--- src/rtl/pipeline_hazard_ctrl.sv ---
// -----------------------------------------------------------------------------
// pipeline_hazard_ctrl
//
// Central stall/flush sequencer for the five-stage Minisys-1A pipeline. It
// generates the write enables and bubble-insert controls of the PC, IF/ID,
// ID/EX and EX/MEM registers. It handles:
//   - load-use hazards (one-cycle stall),
//   - taken branches and jumps resolved in EX (flush IF/ID and ID/EX),
//   - the busy window of the multi-cycle divider,
//   - exception/eret redirection (three cycles of full flush).
// State updates on the falling clock edge, the same edge the pipeline
// registers use. All outputs are combinational from the current inputs and
// the registered state, so the controls act in the cycle they are needed.
//
// Parameters
//   DIV_CYCLES     divider occupancy in cycles (legal range 2..63)
//
// Ports
//   clock          pipeline clock; state updates on negedge
//   reset          synchronous, active-high reset
//   id_rs/id_rt    source register numbers of the instruction in ID
//   id_uses_rs/rt  the ID instruction reads rs / rt
//   id_div         div/divu decoded in ID
//   id_hilo        mfhi/mflo/mthi/mtlo decoded in ID
//   ex_load        EX instruction is a load
//   ex_reg_write   EX instruction writes the register file
//   ex_wb_addr     EX write-back register number
//   ex_redirect    taken branch / jump resolved in EX
//   exception_req  exception or eret accepted this cycle
//   pc_write       PC load enable
//   if_id_write    IF/ID load enable
//   if_id_flush    IF/ID loads a NOP
//   id_ex_flush    ID/EX loads its bubble value
//   ex_mem_flush   EX/MEM loads a bubble
//   pc_sel_exc     PC mux selects exception vector / EPC
//   div_busy       divider occupied
//   div_abort      one-cycle pulse: divide cancelled by an exception
//   state          00 RUN, 01 DIV_WAIT, 10 EXC1, 11 EXC2
// -----------------------------------------------------------------------------
module pipeline_hazard_ctrl #(
    parameter int unsigned DIV_CYCLES = 32
) (
    input  logic       clock,
    input  logic       reset,
    input  logic [4:0] id_rs,
    input  logic [4:0] id_rt,
    input  logic       id_uses_rs,
    input  logic       id_uses_rt,
    input  logic       id_div,
    input  logic       id_hilo,
    input  logic       ex_load,
    input  logic       ex_reg_write,
    input  logic [4:0] ex_wb_addr,
    input  logic       ex_redirect,
    input  logic       exception_req,
    output logic       pc_write,
    output logic       if_id_write,
    output logic       if_id_flush,
    output logic       id_ex_flush,
    output logic       ex_mem_flush,
    output logic       pc_sel_exc,
    output logic       div_busy,
    output logic       div_abort,
    output logic [1:0] state
);

    localparam logic [1:0] ST_RUN      = 2'b00;
    localparam logic [1:0] ST_DIV_WAIT = 2'b01;
    localparam logic [1:0] ST_EXC1     = 2'b10;
    localparam logic [1:0] ST_EXC2     = 2'b11;

    localparam logic [5:0] DIV_LOAD = 6'(DIV_CYCLES);

    logic [1:0] r_state;
    logic [1:0] w_state_nxt;
    logic [5:0] r_cnt;
    logic [5:0] w_cnt_nxt;

    logic w_luh;
    logic w_dvh;
    logic w_stall;
    logic w_busy;
    logic w_in_exc;
    logic w_exc_take;
    logic w_div_issue;

    // Hazard detection and sequencing qualifiers.
    always_comb begin
        w_busy   = (r_state == ST_DIV_WAIT);
        // EXC1 and EXC2 are the two states with the top bit set.
        w_in_exc = r_state[1];
        // A request is only accepted outside the exception sequence.
        w_exc_take = exception_req & ~w_in_exc;

        // Register 0 is hard-wired, so a load targeting it never creates a hazard.
        w_luh = ex_load & ex_reg_write & (ex_wb_addr != 5'd0) &
                ((id_uses_rs & (id_rs == ex_wb_addr)) |
                 (id_uses_rt & (id_rt == ex_wb_addr)));
        w_dvh   = w_busy & (id_div | id_hilo);
        w_stall = w_luh | w_dvh;

        w_div_issue = (r_state == ST_RUN) & id_div & ~w_stall &
                      ~ex_redirect & ~exception_req;
    end

    // Next-state and divide-counter logic.
    always_comb begin
        w_state_nxt = r_state;
        w_cnt_nxt   = r_cnt;
        case (r_state)
            ST_RUN: begin
                if (w_exc_take) begin
                    w_state_nxt = ST_EXC1;
                    w_cnt_nxt   = 6'd0;
                end else if (w_div_issue) begin
                    w_state_nxt = ST_DIV_WAIT;
                    w_cnt_nxt   = DIV_LOAD;
                end else begin
                    w_state_nxt = ST_RUN;
                    w_cnt_nxt   = 6'd0;
                end
            end
            ST_DIV_WAIT: begin
                if (exception_req) begin
                    // Abandon the divide; the counter restarts clean.
                    w_state_nxt = ST_EXC1;
                    w_cnt_nxt   = 6'd0;
                end else if (r_cnt <= 6'd1) begin
                    // <= also recovers from a corrupted zero count.
                    w_state_nxt = ST_RUN;
                    w_cnt_nxt   = 6'd0;
                end else begin
                    w_state_nxt = ST_DIV_WAIT;
                    w_cnt_nxt   = r_cnt - 6'd1;
                end
            end
            ST_EXC1: begin
                w_state_nxt = ST_EXC2;
                w_cnt_nxt   = 6'd0;
            end
            ST_EXC2: begin
                w_state_nxt = ST_RUN;
                w_cnt_nxt   = 6'd0;
            end
            default: begin
                w_state_nxt = ST_RUN;
                w_cnt_nxt   = 6'd0;
            end
        endcase
    end

    // State and counter registers, clocked on the pipeline's falling edge.
    always_ff @(negedge clock) begin
        if (reset) begin
            r_state <= ST_RUN;
            r_cnt   <= 6'd0;
        end else begin
            r_state <= w_state_nxt;
            r_cnt   <= w_cnt_nxt;
        end
    end

    // Pipeline control outputs, resolved by priority.
    always_comb begin
        pc_write     = 1'b1;
        if_id_write  = 1'b1;
        if_id_flush  = 1'b0;
        id_ex_flush  = 1'b0;
        ex_mem_flush = 1'b0;
        pc_sel_exc   = 1'b0;
        div_busy     = 1'b0;
        div_abort    = 1'b0;
        if (reset) begin
            // Hold the front end and bubble every stage while in reset.
            pc_write     = 1'b0;
            if_id_write  = 1'b0;
            if_id_flush  = 1'b1;
            id_ex_flush  = 1'b1;
            ex_mem_flush = 1'b1;
        end else begin
            div_busy  = w_busy;
            div_abort = w_busy & exception_req;
            if (exception_req | w_in_exc) begin
                if_id_flush  = 1'b1;
                id_ex_flush  = 1'b1;
                ex_mem_flush = 1'b1;
                // The vector is loaded once, in the accepting cycle only.
                pc_sel_exc   = w_exc_take;
            end else if (ex_redirect) begin
                // The ID instruction is on the wrong path: flush it, never hold it.
                if_id_flush = 1'b1;
                id_ex_flush = 1'b1;
            end else if (w_stall) begin
                pc_write    = 1'b0;
                if_id_write = 1'b0;
                id_ex_flush = 1'b1;
            end else begin
                pc_write    = 1'b1;
                if_id_write = 1'b1;
            end
        end
    end

    assign state = r_state;

endmodule

--- config.mk ---
export PLATFORM = sky130hd
export DESIGN_NAME = pipeline_hazard_ctrl
export DESIGN_NICKNAME = d
export VERILOG_FILES = /design/src/rtl/pipeline_hazard_ctrl.sv
export SDC_FILE = /design/constraint.sdc
export NUM_CORES = 1
export LEC_CHECK = 0
export BUFFER_PORTS_ARGS = -buffer_cell sky130_fd_sc_hd__clkbuf_2
export CAP_MARGIN = 20
export CORE_MARGIN = 2
export CORE_UTILIZATION = 38
export DETAILED_ROUTE_END_ITERATION = 8
export PLACE_DENSITY = 0.73
export SYNTH_ARGS = -nofsm -noshare
export SYNTH_HDL_FRONTEND = slang
export SYNTH_SLANG_ARGS = --single-unit
--- constraint.sdc ---
create_clock -name clock -period 1.52 [get_ports clock]
set_clock_uncertainty 0.15 [all_clocks]
set_input_delay 0.076 -clock clock [delete_from_list [all_inputs] [get_ports clock]]
set_output_delay 0.076 -clock clock [all_outputs]
set_load 0.03 [all_outputs]
==> metrics.txt <==
setup repair after global routing missed its margin=yes; Post-Place Cells=141; vias in the first global route=807; kind of capture point of the worst setup path=output port; io pins=35; sequence of cells on the critical path=or4_4 -> nor2_4 -> o21ai_4 -> buf_8; placeable core region=around 1500 µm²; final core utilization=0.849; floorplan die area=about 2000 µm²; logic gate share of total power=0.387; final number of hold-violating endpoints=0; end of the worst hold path=r_cnt[0]$_SDFF_NP0_; HPWL Detailed=approximately 1.4 mm; Max-Slew Margin vs Limit=0.823; violations in the final reports=setup timing; x dimension of the die=between 40 and 50 µm; count of warnings emitted by yosys=0; routed via count divided by cell count=about 5.2; busiest metal layer after global routing=met2; clock sink total=8; Yosys reg bits=8; start-to-end type of the worst setup path=reg2out; first-pass GRT wire length=about 3.2 mm; global routing usage on met1=0.195; final setup vio count=17; worst skew pair latency=0.32 ns; htree depth=1; net count of the mapped netlist=slightly below 100; drt first pass iters=4; worst-path maximum fanout=4; residual overflow from global routing=0; initial core utilization=0.409; final net count=170; Final Non-Filler Cells=about 160; number of buffers and inverters on the critical path=1; portion of the post-synthesis area used by sequential elements=0.260; commonest non-fill, non-tap cell in the layout=sky130_fd_sc_hd__clkbuf_2; number of cells produced by synthesis=roughly 70; clock slew at reported path FFs=around 0.03 ns; Int Pwr=between 0.0005 and 0.0006 W; diode insertion count for antenna repair=0; CP max stage cell=sky130_fd_sc_hd__or4_4; maximum buffer depth of the clock tree=2; Remaining DRCs=0; global-route track usage on met3=0.110; number of stages on the worst hold path=1; total number of placement rows=14; power per standard cell area=609 nW/µm²; syn avg cell area=roughly 8.5 µm²; total length of routed wires=2.53 mm; switching power of the nets=approximately 0.00028 W; max-slew violation total from the final report=0; initial DRC count=9; required time of the critical path=around 1.3 ns; combined area of all synthesized cells=616 µm²; CP Launch Type=register; gpl congestion=approximately 0.73; most frequent cells in the layout=sky130_fd_sc_hd__clkbuf_2, sky130_fd_sc_hd__buf_4, sky130_fd_sc_hd__xnor2_1; wire length per cell after detailed routing=~16 µm; CTS buffer count=3; Yosys cell types=32; accumulated negative setup slack=-8.89 ns; Leakage=a little over 0.6 nW; Worst Setup Slack, final=-0.907 ns; Seq pwr share=0.291; Worst EP arrival=between 2 and 2.5 ns; number of maximum-capacitance constraint violations=0; slowest cell delay on critical path=about 0.44 ns; number of input and output port buffers inserted=34; outcome=finished with violations; Die Span Y=between 40 and 50 µm; Post-CTS Hold Buffers=0; worst-case register-to-register setup slack=-0.16 ns; GRT Overall Usage=0.234; Root Driver=sky130_fd_sc_hd__clkbuf_4; beginning of the worst register-to-register path=state[1]$_SDFF_NP0_; IR Drop Worst-Case VDD=around 0.52 mV; largest net degree at the start of global routing=8; Reg-to-Reg End=state[0]$_SDFF_NP0_; Sw Ratio=0.356; CP delay by family, top=simple AND/OR/NAND/NOR gates; layout overhead on the synthesized area=108%; vias post-DR=slightly above 800; ANT nets after route=0; layout cells sized above 1=0.645; total power draw=between 0.0007 and 0.0008 W; antenna violations before repair=0; startpoint of the worst hold path=r_cnt[0]$_SDFF_NP0_; actual slew at the worst max-slew pin=0.265 ns; class of the tightest hold or removal check=reg2reg; met2 capacity usage during global routing=0.465; CTS tree=done; power share of the clock group=0.322; number of cells on the worst reg-to-reg path=6
[timing repair]
item,4_1_cts,5_1_grt
setup buffers,3,3
endpoints found under the setup margin,17,17
pin swaps,8,7
gates resized for setup,30,23
[worst max path at each step]
stage	start	cells after the start	slack, ns	to
final	state[1]$_SDFF_NP0_	4	-0.91	id_ex_flush
after global routing	state[1]$_SDFF_NP0_	4	-0.95	id_ex_flush
after CTS	state[1]$_SDFF_NP0_	4	-0.90	id_ex_flush
after detailed placement	exception_req	6	-0.64	r_cnt[5]$_SDFF_NP0_
after global placement	reset	5	-0.62	state[0]$_SDFF_NP0_
after floorplan	state[1]$_SDFF_NP0_	3	-0.61	id_ex_flush
[state kept, by name (all words and copies together), names as in the netlist]
signal / count
state: 2
r_cnt: 6
[per-layer routing]
layer  share of wire  up-vias  wire (µm)
met5               0        -          0
met4           0.043        0        108
met3           0.061       14        155
met2            0.55       38       1400
met1            0.34      376        868
li1                -      391          -
[area by class of cell]
type                            count  area, µm²
Clock buffer                        3       22.5
Clock inverter                      8       30.0
Fill cell                          78        228
Inverter                            2       7.51
Multi-Input combinational cell     59        523
Sequential cell                     8        169
Tap cell                           16       20.0
Timing Repair Buffer               61        507
[power groups by stage]
| stage | Clock, W | Sequential, W | Combinational, W |
|---|---|---|---|
| 2_1_floorplan | 0.0000364 | 0.000243 | 0.000101 |
| 3_3_place_gp | 0.0000364 | 0.000226 | 0.000208 |
| 3_5_place_dp | 0.0000364 | 0.000226 | 0.000215 |
| 4_1_cts | 0.000257 | 0.000225 | 0.000258 |
| 5_1_grt | 0.000290 | 0.000227 | 0.000320 |
| 6_report | 0.000251 | 0.000227 | 0.000301 |
[worst register-to-register path: stages (launching register included)]
cell and delay (ns):
sky130_fd_sc_hd__dfxtp_4 0.35, sky130_fd_sc_hd__or4_4 0.44, sky130_fd_sc_hd__buf_6 0.14, sky130_fd_sc_hd__buf_6 0.11, sky130_fd_sc_hd__nor3b_4 0.19, sky130_fd_sc_hd__nand2_1 0.12, sky130_fd_sc_hd__nand3_1 0.11
[cells by family (layout without fill, tap and decap cells)]
| group | count (synthesis) | in the layout | synth area share |
|---|---|---|---|
| buffers and inverters | 5 | 74 | 0.0427 |
| AOI/OAI and AO/OA | 10 | 10 | 0.152 |
| adders and majority gates | 2 | 2 | 0.0406 |
| xor gates and xnor gates | 14 | 14 | 0.199 |
| and+or+nand+nor | 33 | 33 | 0.305 |
| DFF | 8 | 8 | 0.260 |
[synthesized netlist by cell type]
cell type                   n  area, µm²
sky130_fd_sc_hd__nor3_1     3       15.0
sky130_fd_sc_hd__o211ai_2   1       12.5
sky130_fd_sc_hd__a211oi_1   1       7.51
sky130_fd_sc_hd__xor2_1     1       8.76
sky130_fd_sc_hd__dfxtp_1    8        160
sky130_fd_sc_hd__xnor2_1   13        114
sky130_fd_sc_hd__or3_1      1       6.26
sky130_fd_sc_hd__o21a_1     1       7.51
sky130_fd_sc_hd__or2_2      1       6.26
sky130_fd_sc_hd__a21o_2     1       8.76
sky130_fd_sc_hd__nor2_1    11       41.3
sky130_fd_sc_hd__or2b_2     1       8.76
sky130_fd_sc_hd__and3_1     1       6.26
sky130_fd_sc_hd__ha_1       2       25.0
sky130_fd_sc_hd__or4_4      1       11.3
sky130_fd_sc_hd__o311ai_2   1       16.3
sky130_fd_sc_hd__nand4_1    2       12.5
sky130_fd_sc_hd__o21ai_0    1       5.00
sky130_fd_sc_hd__nand2_1    4       15.0
sky130_fd_sc_hd__o22a_1     1       8.76
sky130_fd_sc_hd__nor3b_4    1       18.8
sky130_fd_sc_hd__inv_1      3       11.3
sky130_fd_sc_hd__or3_2      1       7.51
sky130_fd_sc_hd__o211ai_1   1       7.51
sky130_fd_sc_hd__nor3b_1    1       7.51
sky130_fd_sc_hd__nand2b_1   1       6.26
sky130_fd_sc_hd__buf_4      2       15.0
sky130_fd_sc_hd__or4_1      1       7.51
sky130_fd_sc_hd__o221ai_2   1       15.0
sky130_fd_sc_hd__and2_1     2       12.5
sky130_fd_sc_hd__a21oi_1    1       5.00
sky130_fd_sc_hd__nand3_1    1       5.00
[stage by stage]
step                hold slack [ns]  area (µm²)  setup WS [ns]
finish                        0.280        1280         -0.907
global route                  0.297        1280         -0.954
CTS                           0.314        1200         -0.901
detailed placement            0.306         997         -0.643
global placement              0.293         997         -0.624
floorplan                     0.152         668         -0.614
(Power assumes the default switching activity.)
